==> src/rtl/fir_27tap.sv <==
// ---------------------------------------------------------------------------
// fir_27tap
//   27-tap direct-form FIR filter. A 4-bit signed sample shift register
//   (every tap exported) is multiplied tap-by-tap with 27 externally
//   supplied 9-bit signed coefficients; the products are summed and the
//   sum is registered into a 16-bit signed output.
//
//   No valid/ready handshake: the block advances one sample on every
//   rising edge where en_n=0, and holds all state otherwise.
//
// Ports
//   clk                 in   1   rising-edge clock
//   rst_n               in   1   synchronous reset, active-low
//   en_n                in   1   active-low enable (1 = hold all state)
//   clr                 in   1   synchronous clear of taps and output
//   i_mag               in   4   input sample, signed
//   h_buf_0..h_buf_26   in   9   coefficient k (signed), applied to tap k
//   i_mul_0..i_mul_26   out  4   tap registers (signed), i_mul_0 = newest
//   out                 out  16  registered filter output, signed
//
// Configuration
//   FIR_SAT_EN  defined   : 16-bit output saturates at 32767 / -32768.
//               undefined : output is the low 16 bits of the sum (wrap).
//
// Priority on each edge: rst_n=0 > clr=1 > en_n=0 > hold.
// out is computed from the taps as they were BEFORE the same edge's shift,
// so a sample captured at edge E first shows up in out at E+1.
// ---------------------------------------------------------------------------
module fir_27tap (
   input  logic        clk,
   input  logic        rst_n,
   input  logic        en_n,
   input  logic        clr,
   input  logic [3:0]  i_mag,
   input  logic [8:0]  h_buf_0,
   input  logic [8:0]  h_buf_1,
   input  logic [8:0]  h_buf_2,
   input  logic [8:0]  h_buf_3,
   input  logic [8:0]  h_buf_4,
   input  logic [8:0]  h_buf_5,
   input  logic [8:0]  h_buf_6,
   input  logic [8:0]  h_buf_7,
   input  logic [8:0]  h_buf_8,
   input  logic [8:0]  h_buf_9,
   input  logic [8:0]  h_buf_10,
   input  logic [8:0]  h_buf_11,
   input  logic [8:0]  h_buf_12,
   input  logic [8:0]  h_buf_13,
   input  logic [8:0]  h_buf_14,
   input  logic [8:0]  h_buf_15,
   input  logic [8:0]  h_buf_16,
   input  logic [8:0]  h_buf_17,
   input  logic [8:0]  h_buf_18,
   input  logic [8:0]  h_buf_19,
   input  logic [8:0]  h_buf_20,
   input  logic [8:0]  h_buf_21,
   input  logic [8:0]  h_buf_22,
   input  logic [8:0]  h_buf_23,
   input  logic [8:0]  h_buf_24,
   input  logic [8:0]  h_buf_25,
   input  logic [8:0]  h_buf_26,
   output logic [3:0]  i_mul_0,
   output logic [3:0]  i_mul_1,
   output logic [3:0]  i_mul_2,
   output logic [3:0]  i_mul_3,
   output logic [3:0]  i_mul_4,
   output logic [3:0]  i_mul_5,
   output logic [3:0]  i_mul_6,
   output logic [3:0]  i_mul_7,
   output logic [3:0]  i_mul_8,
   output logic [3:0]  i_mul_9,
   output logic [3:0]  i_mul_10,
   output logic [3:0]  i_mul_11,
   output logic [3:0]  i_mul_12,
   output logic [3:0]  i_mul_13,
   output logic [3:0]  i_mul_14,
   output logic [3:0]  i_mul_15,
   output logic [3:0]  i_mul_16,
   output logic [3:0]  i_mul_17,
   output logic [3:0]  i_mul_18,
   output logic [3:0]  i_mul_19,
   output logic [3:0]  i_mul_20,
   output logic [3:0]  i_mul_21,
   output logic [3:0]  i_mul_22,
   output logic [3:0]  i_mul_23,
   output logic [3:0]  i_mul_24,
   output logic [3:0]  i_mul_25,
   output logic [3:0]  i_mul_26,
   output logic [15:0] out
);

   localparam int NTAPS = 27;
   localparam int DW    = 4;
   localparam int CW    = 9;
   localparam int OW    = 16;
   localparam int PW    = DW + CW;   // full-precision 4x9 signed product

`ifdef FIR_SAT_EN
   // Worst case |sum| = 27 * 8 * 256 = 55296, so 20 bits never overflow and
   // the saturation compare sees the true sum.
   localparam int AW = 20;
`else
   // Wrapped output only needs the sum modulo 2^16, and two's-complement
   // addition modulo 2^16 gives the same low 16 bits as a wide accumulator.
   localparam int AW = OW;
`endif

   logic signed [DW-1:0] taps [NTAPS];
   logic signed [CW-1:0] coef [NTAPS];
   logic signed [PW-1:0] prod [NTAPS];
   logic signed [AW-1:0] acc;
   logic        [OW-1:0] out_next;

   assign coef[0]  = h_buf_0;
   assign coef[1]  = h_buf_1;
   assign coef[2]  = h_buf_2;
   assign coef[3]  = h_buf_3;
   assign coef[4]  = h_buf_4;
   assign coef[5]  = h_buf_5;
   assign coef[6]  = h_buf_6;
   assign coef[7]  = h_buf_7;
   assign coef[8]  = h_buf_8;
   assign coef[9]  = h_buf_9;
   assign coef[10] = h_buf_10;
   assign coef[11] = h_buf_11;
   assign coef[12] = h_buf_12;
   assign coef[13] = h_buf_13;
   assign coef[14] = h_buf_14;
   assign coef[15] = h_buf_15;
   assign coef[16] = h_buf_16;
   assign coef[17] = h_buf_17;
   assign coef[18] = h_buf_18;
   assign coef[19] = h_buf_19;
   assign coef[20] = h_buf_20;
   assign coef[21] = h_buf_21;
   assign coef[22] = h_buf_22;
   assign coef[23] = h_buf_23;
   assign coef[24] = h_buf_24;
   assign coef[25] = h_buf_25;
   assign coef[26] = h_buf_26;

   assign i_mul_0  = taps[0];
   assign i_mul_1  = taps[1];
   assign i_mul_2  = taps[2];
   assign i_mul_3  = taps[3];
   assign i_mul_4  = taps[4];
   assign i_mul_5  = taps[5];
   assign i_mul_6  = taps[6];
   assign i_mul_7  = taps[7];
   assign i_mul_8  = taps[8];
   assign i_mul_9  = taps[9];
   assign i_mul_10 = taps[10];
   assign i_mul_11 = taps[11];
   assign i_mul_12 = taps[12];
   assign i_mul_13 = taps[13];
   assign i_mul_14 = taps[14];
   assign i_mul_15 = taps[15];
   assign i_mul_16 = taps[16];
   assign i_mul_17 = taps[17];
   assign i_mul_18 = taps[18];
   assign i_mul_19 = taps[19];
   assign i_mul_20 = taps[20];
   assign i_mul_21 = taps[21];
   assign i_mul_22 = taps[22];
   assign i_mul_23 = taps[23];
   assign i_mul_24 = taps[24];
   assign i_mul_25 = taps[25];
   assign i_mul_26 = taps[26];

   // Multiply-accumulate over the current (pre-shift) taps. Operands are
   // sign-extended to the product width before multiplying so the product
   // keeps full signed precision.
   always_comb begin
      acc = '0;
      for (int k = 0; k < NTAPS; k++) begin
         prod[k] = PW'(taps[k]) * PW'(coef[k]);
         acc     = acc + AW'(prod[k]);
      end
   end

`ifdef FIR_SAT_EN
   localparam logic signed [AW-1:0] SAT_MAX = AW'(32767);
   localparam logic signed [AW-1:0] SAT_MIN = AW'(-32768);

   always_comb begin
      out_next = acc[OW-1:0];
      if (acc > SAT_MAX) begin
         out_next = 16'h7FFF;
      end else if (acc < SAT_MIN) begin
         out_next = 16'h8000;
      end
   end
`else
   assign out_next = acc;
`endif

   always_ff @(posedge clk) begin
      if (!rst_n || clr) begin
         for (int k = 0; k < NTAPS; k++) begin
            taps[k] <= '0;
         end
         out <= '0;
      end else if (!en_n) begin
         taps[0] <= i_mag;
         for (int k = 1; k < NTAPS; k++) begin
            taps[k] <= taps[k-1];
         end
         out <= out_next;
      end
   end

endmodule

==> config.mk <==
export PLATFORM = sky130hd
export DESIGN_NAME = fir_27tap
export DESIGN_NICKNAME = d
export VERILOG_FILES = /design/src/rtl/fir_27tap.sv
export SDC_FILE = /design/constraint.sdc
export NUM_CORES = 2
export LEC_CHECK = 0
export BUFFER_PORTS_ARGS = -buffer_cell sky130_fd_sc_hd__buf_4
export CAP_MARGIN = 20
export CORE_MARGIN = 10
export CORE_UTILIZATION = 50
export CTS_CLUSTER_SIZE = 25
export DETAILED_ROUTE_END_ITERATION = 10
export HOLD_SLACK_MARGIN = 0.15
export PLACE_DENSITY_LB_ADDON = 0.15
export SLEW_MARGIN = 10
export SYNTH_ARGS = -nofsm -noshare
export SYNTH_HDL_FRONTEND = slang
export SYNTH_SLANG_ARGS = --single-unit
==> constraint.sdc <==
create_clock -name clk -period 23.9 [get_ports clk]
set_input_delay 1.195 -clock clk [delete_from_list [all_inputs] [get_ports clk]]
set_output_delay 1.195 -clock clk [all_outputs]
set_load 0.02 [all_outputs]
# == Yosys cells after proc, flatten, opt, wreduce, memory -nomap -nowiden ==
# Memories as Yosys holds them, arrays and structs flattened.
# Cells that the tools add are included.
# Widths: inputs -> output; s select.
# word_totals
regBits,16
ram_bits,108
input_bits,251
output_inout_bits,124
word_cells,116
memories,1
# classes
n_addsub,26
mul,27
n_mux,32
bitwise_logic,27
n_reduce_logical,2
# memory_table
memory,words,width,rd,rd_clocked_by_memory_dff,wr,line,text
taps,27,4,27,0,27,108,logic signed [DW-1:0] taps [NTAPS];
# op_table
op,count
$add 16x13->16,23
$mul 4x9->13,27
$mux 4,27
$or 1x1->1,27
$add 15x13->16,1
$add 14x13->15,1
$add 13x13->14,1
$mux 1,5
$logic_not 1->1,1
$logic_or 1x1->1,1

# == Longest topological paths before layout ==
# logic_depth
ltp_word,27
ltp_mapped,32
ltp_nobuf,31

# == Least setup slack after synthesis ==
# OpenSTA, ideal clock, no wires.
# synth_path
path_type,input -> register
startpoint,input port h_buf_9[2]
endpoint,register out[12]
setup_ps,70
arrival_ps,8606
setup_slack_ps,15224
cell_stages,27
path_buffers,0
path_cell_list,and2_1 > fa_1 > fa_1 > inv_1 > fa_1 > inv_1 > fa_1 > fa_1 > inv_1 > fa_1 > fa_1 > fa_1 > fa_1 > fa_1 > inv_1 > fa_1 > ha_1 > inv_1 > fa_1 > nor2b_1 > o21ai_1 > a21boi_1 > o21ai_1 > a21oi_1 > o22ai_1 > xor2_1 > a21oi_1
# synth_between
elab_chain_cells,19
# synth_rtl
item,line,text
from (decl),44,"input logic [8:0] h_buf_9,"
$mul 4x9->13,176,prod[k] = PW'(taps[k]) * PW'(coef[k]);
$add 16x13->16 (18 in series),177,acc = acc + AW'(prod[k]);
to (signal assigned),208,out <= out_next;
to (decl),89,output logic [15:0] out
# Every way passes these cells.
# A chain may end at the register's enable or synchronous reset.

==> results.sh <==
export IMPL_synth_top_cell_area_share_pct=58.10
export IMPL_synthesis_instances=4118
export IMPL_synth_edf_count=108
export IMPL_cts_buffers_inserted=17
export IMPL_worstSkewPairLatency_ps=540
export IMPL_relSlewSlack_pct=22.26
export IMPL_r2r_cells=30
export IMPL_holdPathStages=2
export IMPL_synthToLayoutAreaGrowth_pct=10.88
export IMPL_worstPathArrival_ps=9400
export IMPL_hold_violations=0
export IMPL_clock_tree_root_cell="clkbuf_16"
export IMPL_portBuffers=374
export IMPL_slew_viol_final=0
export IMPL_path_class="reg -> reg"
export IMPL_ys_top_cells_by_area="fa_1 (58%), inv_1 (11%), edfxtp_1 (7.7%)"
export IMPL_fin_crit_ps=9037
export IMPL_io_pins=375
export IMPL_via_per_inst=4.976
export IMPL_fin_cells=5525
export IMPL_syn_area_mm2=0.04200
export IMPL_grt_pass1_vias=31320
export IMPL_max_stage_delay_ps=570
export IMPL_multi_input_area_mm2=0.03327
export IMPL_antenna_violating_nets_post_route=0
export IMPL_grt_start_max_net_pins=76
export IMPL_cpMostUsedCell="fa_1"
export IMPL_post_route_period_util_pct=37.81
export IMPL_drtIter0Drc=1746
export IMPL_rsz0062_at_grt="false"
export IMPL_grt_antenna_before_repair=24
export IMPL_num_nets_final=6050
export IMPL_fp_coreArea_mm2=0.08342
export IMPL_setup_viol=0
export IMPL_r2r_start="taps[1][3]"
export IMPL_crit_path_top_delay_cell="fa_1"
export IMPL_synth_seq_cells=124
export IMPL_post_cts_buffers=0
export IMPL_worst_pin_slew_ps=1166
export IMPL_clk_transition_reported_paths_ps=70
export IMPL_synthFlopType="edfxtp_1"
export IMPL_grt_ovfl_total=0
export IMPL_vias=27490
export IMPL_drcViolationCount=0
export IMPL_place_gp_congestion=0.9461
export IMPL_wirelength_um=125100
export IMPL_fin_tns_setup_ps=0
export IMPL_clock_path_buffers=2
export IMPL_yosys_area_top_type="fa_1"
export IMPL_reg2reg_to="out[12]"
export IMPL_hold_buffers=0
export IMPL_placed_area_mm2=0.04588
export IMPL_grt_total_usage_pct=27.36
export IMPL_rows=106
export IMPL_end_kind="register"
export IMPL_final_area_mm2=0.04657
export IMPL_tritoncts="built"
export IMPL_place_detailed_hpwl_um=110500
export IMPL_timing_max_cap_violations=0
export IMPL_pre_cts_ws_ps=14460
export IMPL_grt_pass1_wl_um=191900
export IMPL_fp_dieH_um=309.8
export IMPL_fin_ws_ps=14860
export IMPL_fmax_mhz=110.7
export IMPL_hp_start="out[8]"
export IMPL_rrSetupSlack_ps=14860
export IMPL_drive_gt1_share_pct=9.714
export IMPL_h_tree_depth=4
export IMPL_dr_pass1_iters=7
export IMPL_n_fill_cell=7475
export IMPL_wl_per_cell_um=22.64
export IMPL_final_seq_area_mm2=0.003563
export IMPL_hold_path_class="reg -> reg"
export IMPL_netlist_cell_type_count=35
export IMPL_finalClockSkew_ps=23.83
export IMPL_numClockSinks=124
export IMPL_syn_area_per_cell_um2=10.20
export IMPL_die_w_um=309.8
export IMPL_seq_area_frac_synth_pct=8.484
export IMPL_hold_end="out[8]"
export IMPL_startpoint_type="register"
export IMPL_yosys_warnings=0
export IMPL_async_flop_share_pct=0
export IMPL_dieArea_mm2=0.09599
export IMPL_path_max_fanout=11
export IMPL_status="finished clean"
export IMPL_synth_nets=5744
export IMPL_cts_resized=0
export IMPL_cp_required_ps=24260
export IMPL_start_util_pct=50.35
export IMPL_placedCellCount=5484
==> cells by family after synthesis <==
kind of cell / Yosys count / synth area share, %
buffers and inverters: 1381 / 12.34
adders and majority gates: 1375 / 62.75
and+or+nand+nor: 1126 / 14.27
DFF: 124 / 8.484
xor gates and xnor gates: 58 / 1.209
AOI/OAI and AO/OA: 41 / 0.6197
muxes: 13 / 0.3307
==> placed cells by master, fill, tap and decap left out, types with 2 or more instances in the layout <==
master / n
inv_1: 1284
edfxtp_1: 108
diode_2: 8
nor2_1: 58
o21bai_1: 4
nor2b_1: 101
buf_4: 380
mux2i_1: 6
a21o_1: 3
clkbuf_16: 21
a211oi_1: 2
xnor2_1: 46
nand3_1: 3
and2_1: 416
a21oi_1: 12
mux2_2: 7
xor2_1: 12
nand2b_1: 110
a21oi_2: 2
o21ai_1: 6
and3_1: 69
nand2_1: 359
ha_1: 156
dfxtp_1: 16
o21ai_0: 6
inv_6: 2
or2_2: 4
clkinv_4: 8
fa_1: 1219
nor3_1: 3
==> critical path, delay by kind of cell, from the launching register on <==
family	cells	cell delay, ps
AO/OA/AOI/OAI	6	920
XOR/XNOR	1	150
adder cells (fa/ha/maj)	12	5940
buffers and inverters	9	1160
flip-flops	1	360
AND/OR/NAND/NOR	2	330
==> synthesized netlist by cell type (all sizes together), types with 2 or more instances <==
| cell | n |
|---|---|
| nand3 | 3 |
| nand2b | 110 |
| a21o | 3 |
| and2 | 416 |
| and3 | 69 |
| dfxtp | 16 |
| xnor2 | 46 |
| nor2b | 102 |
| ha | 156 |
| inv | 1285 |
| clkbuf | 94 |
| mux2 | 7 |
| nor3 | 3 |
| edfxtp | 108 |
| a21oi | 14 |
| or2 | 4 |
| nand2 | 360 |
| o21bai | 4 |
| o21ai | 12 |
| mux2i | 6 |
| a211oi | 2 |
| nor2 | 58 |
| fa | 1219 |
| xor2 | 12 |
==> sequential cells by signal, indices dropped and copies added, names as in the netlist <==
register,count
taps,108
out,16
==> per-stage QoR <==
stage / utilization [%] / hold WS [ps]
2_1_floorplan: - / 540.7
3_3_place_gp: 54.98 / 455.7
3_5_place_dp: 55.00 / 465.8
4_1_cts: 55.77 / 475.1
5_1_grt: 55.82 / 506.3
6_report: 55.82 / 475.8
==> how the worst max path moves through the flow <==
stage                     from  cells past startpoint  slack, ps       to
global placement    h_buf_9[2]                     28      14580  out[12]
detailed placement  h_buf_9[2]                     28      14460  out[12]
global route        taps[6][7]                     27      14380  out[12]
floorplan           h_buf_9[2]                     27      15220  out[12]
CTS                 taps[1][3]                     30      14860  out[12]
finish              taps[1][3]                     30      14860  out[12]
==> layout make-up <==
cell class | count | area share [%]
multi-input cells | 2613 | 71.44
inverters | 1286 | 10.37
flip-flops and latches | 124 | 7.652
repair buffers | 382 | 6.217
well taps | 1080 | 2.902
clock buffers | 21 | 1.128
clock inverters | 11 | 0.2526
diodes | 8 | 0.04299
==> layer usage <==
metal,GRT usage [%],share of wire [%],vias up
met4,7.034,2.1,24
met1,36.61,42,14520
met5,0,0.11,-
li1,-,-,12030
met3,5.290,6.8,148
met2,45.59,49,776
Power is not shown: default switching activity piles up to over one toggle a cycle in this logic, so the estimate is an artifact.
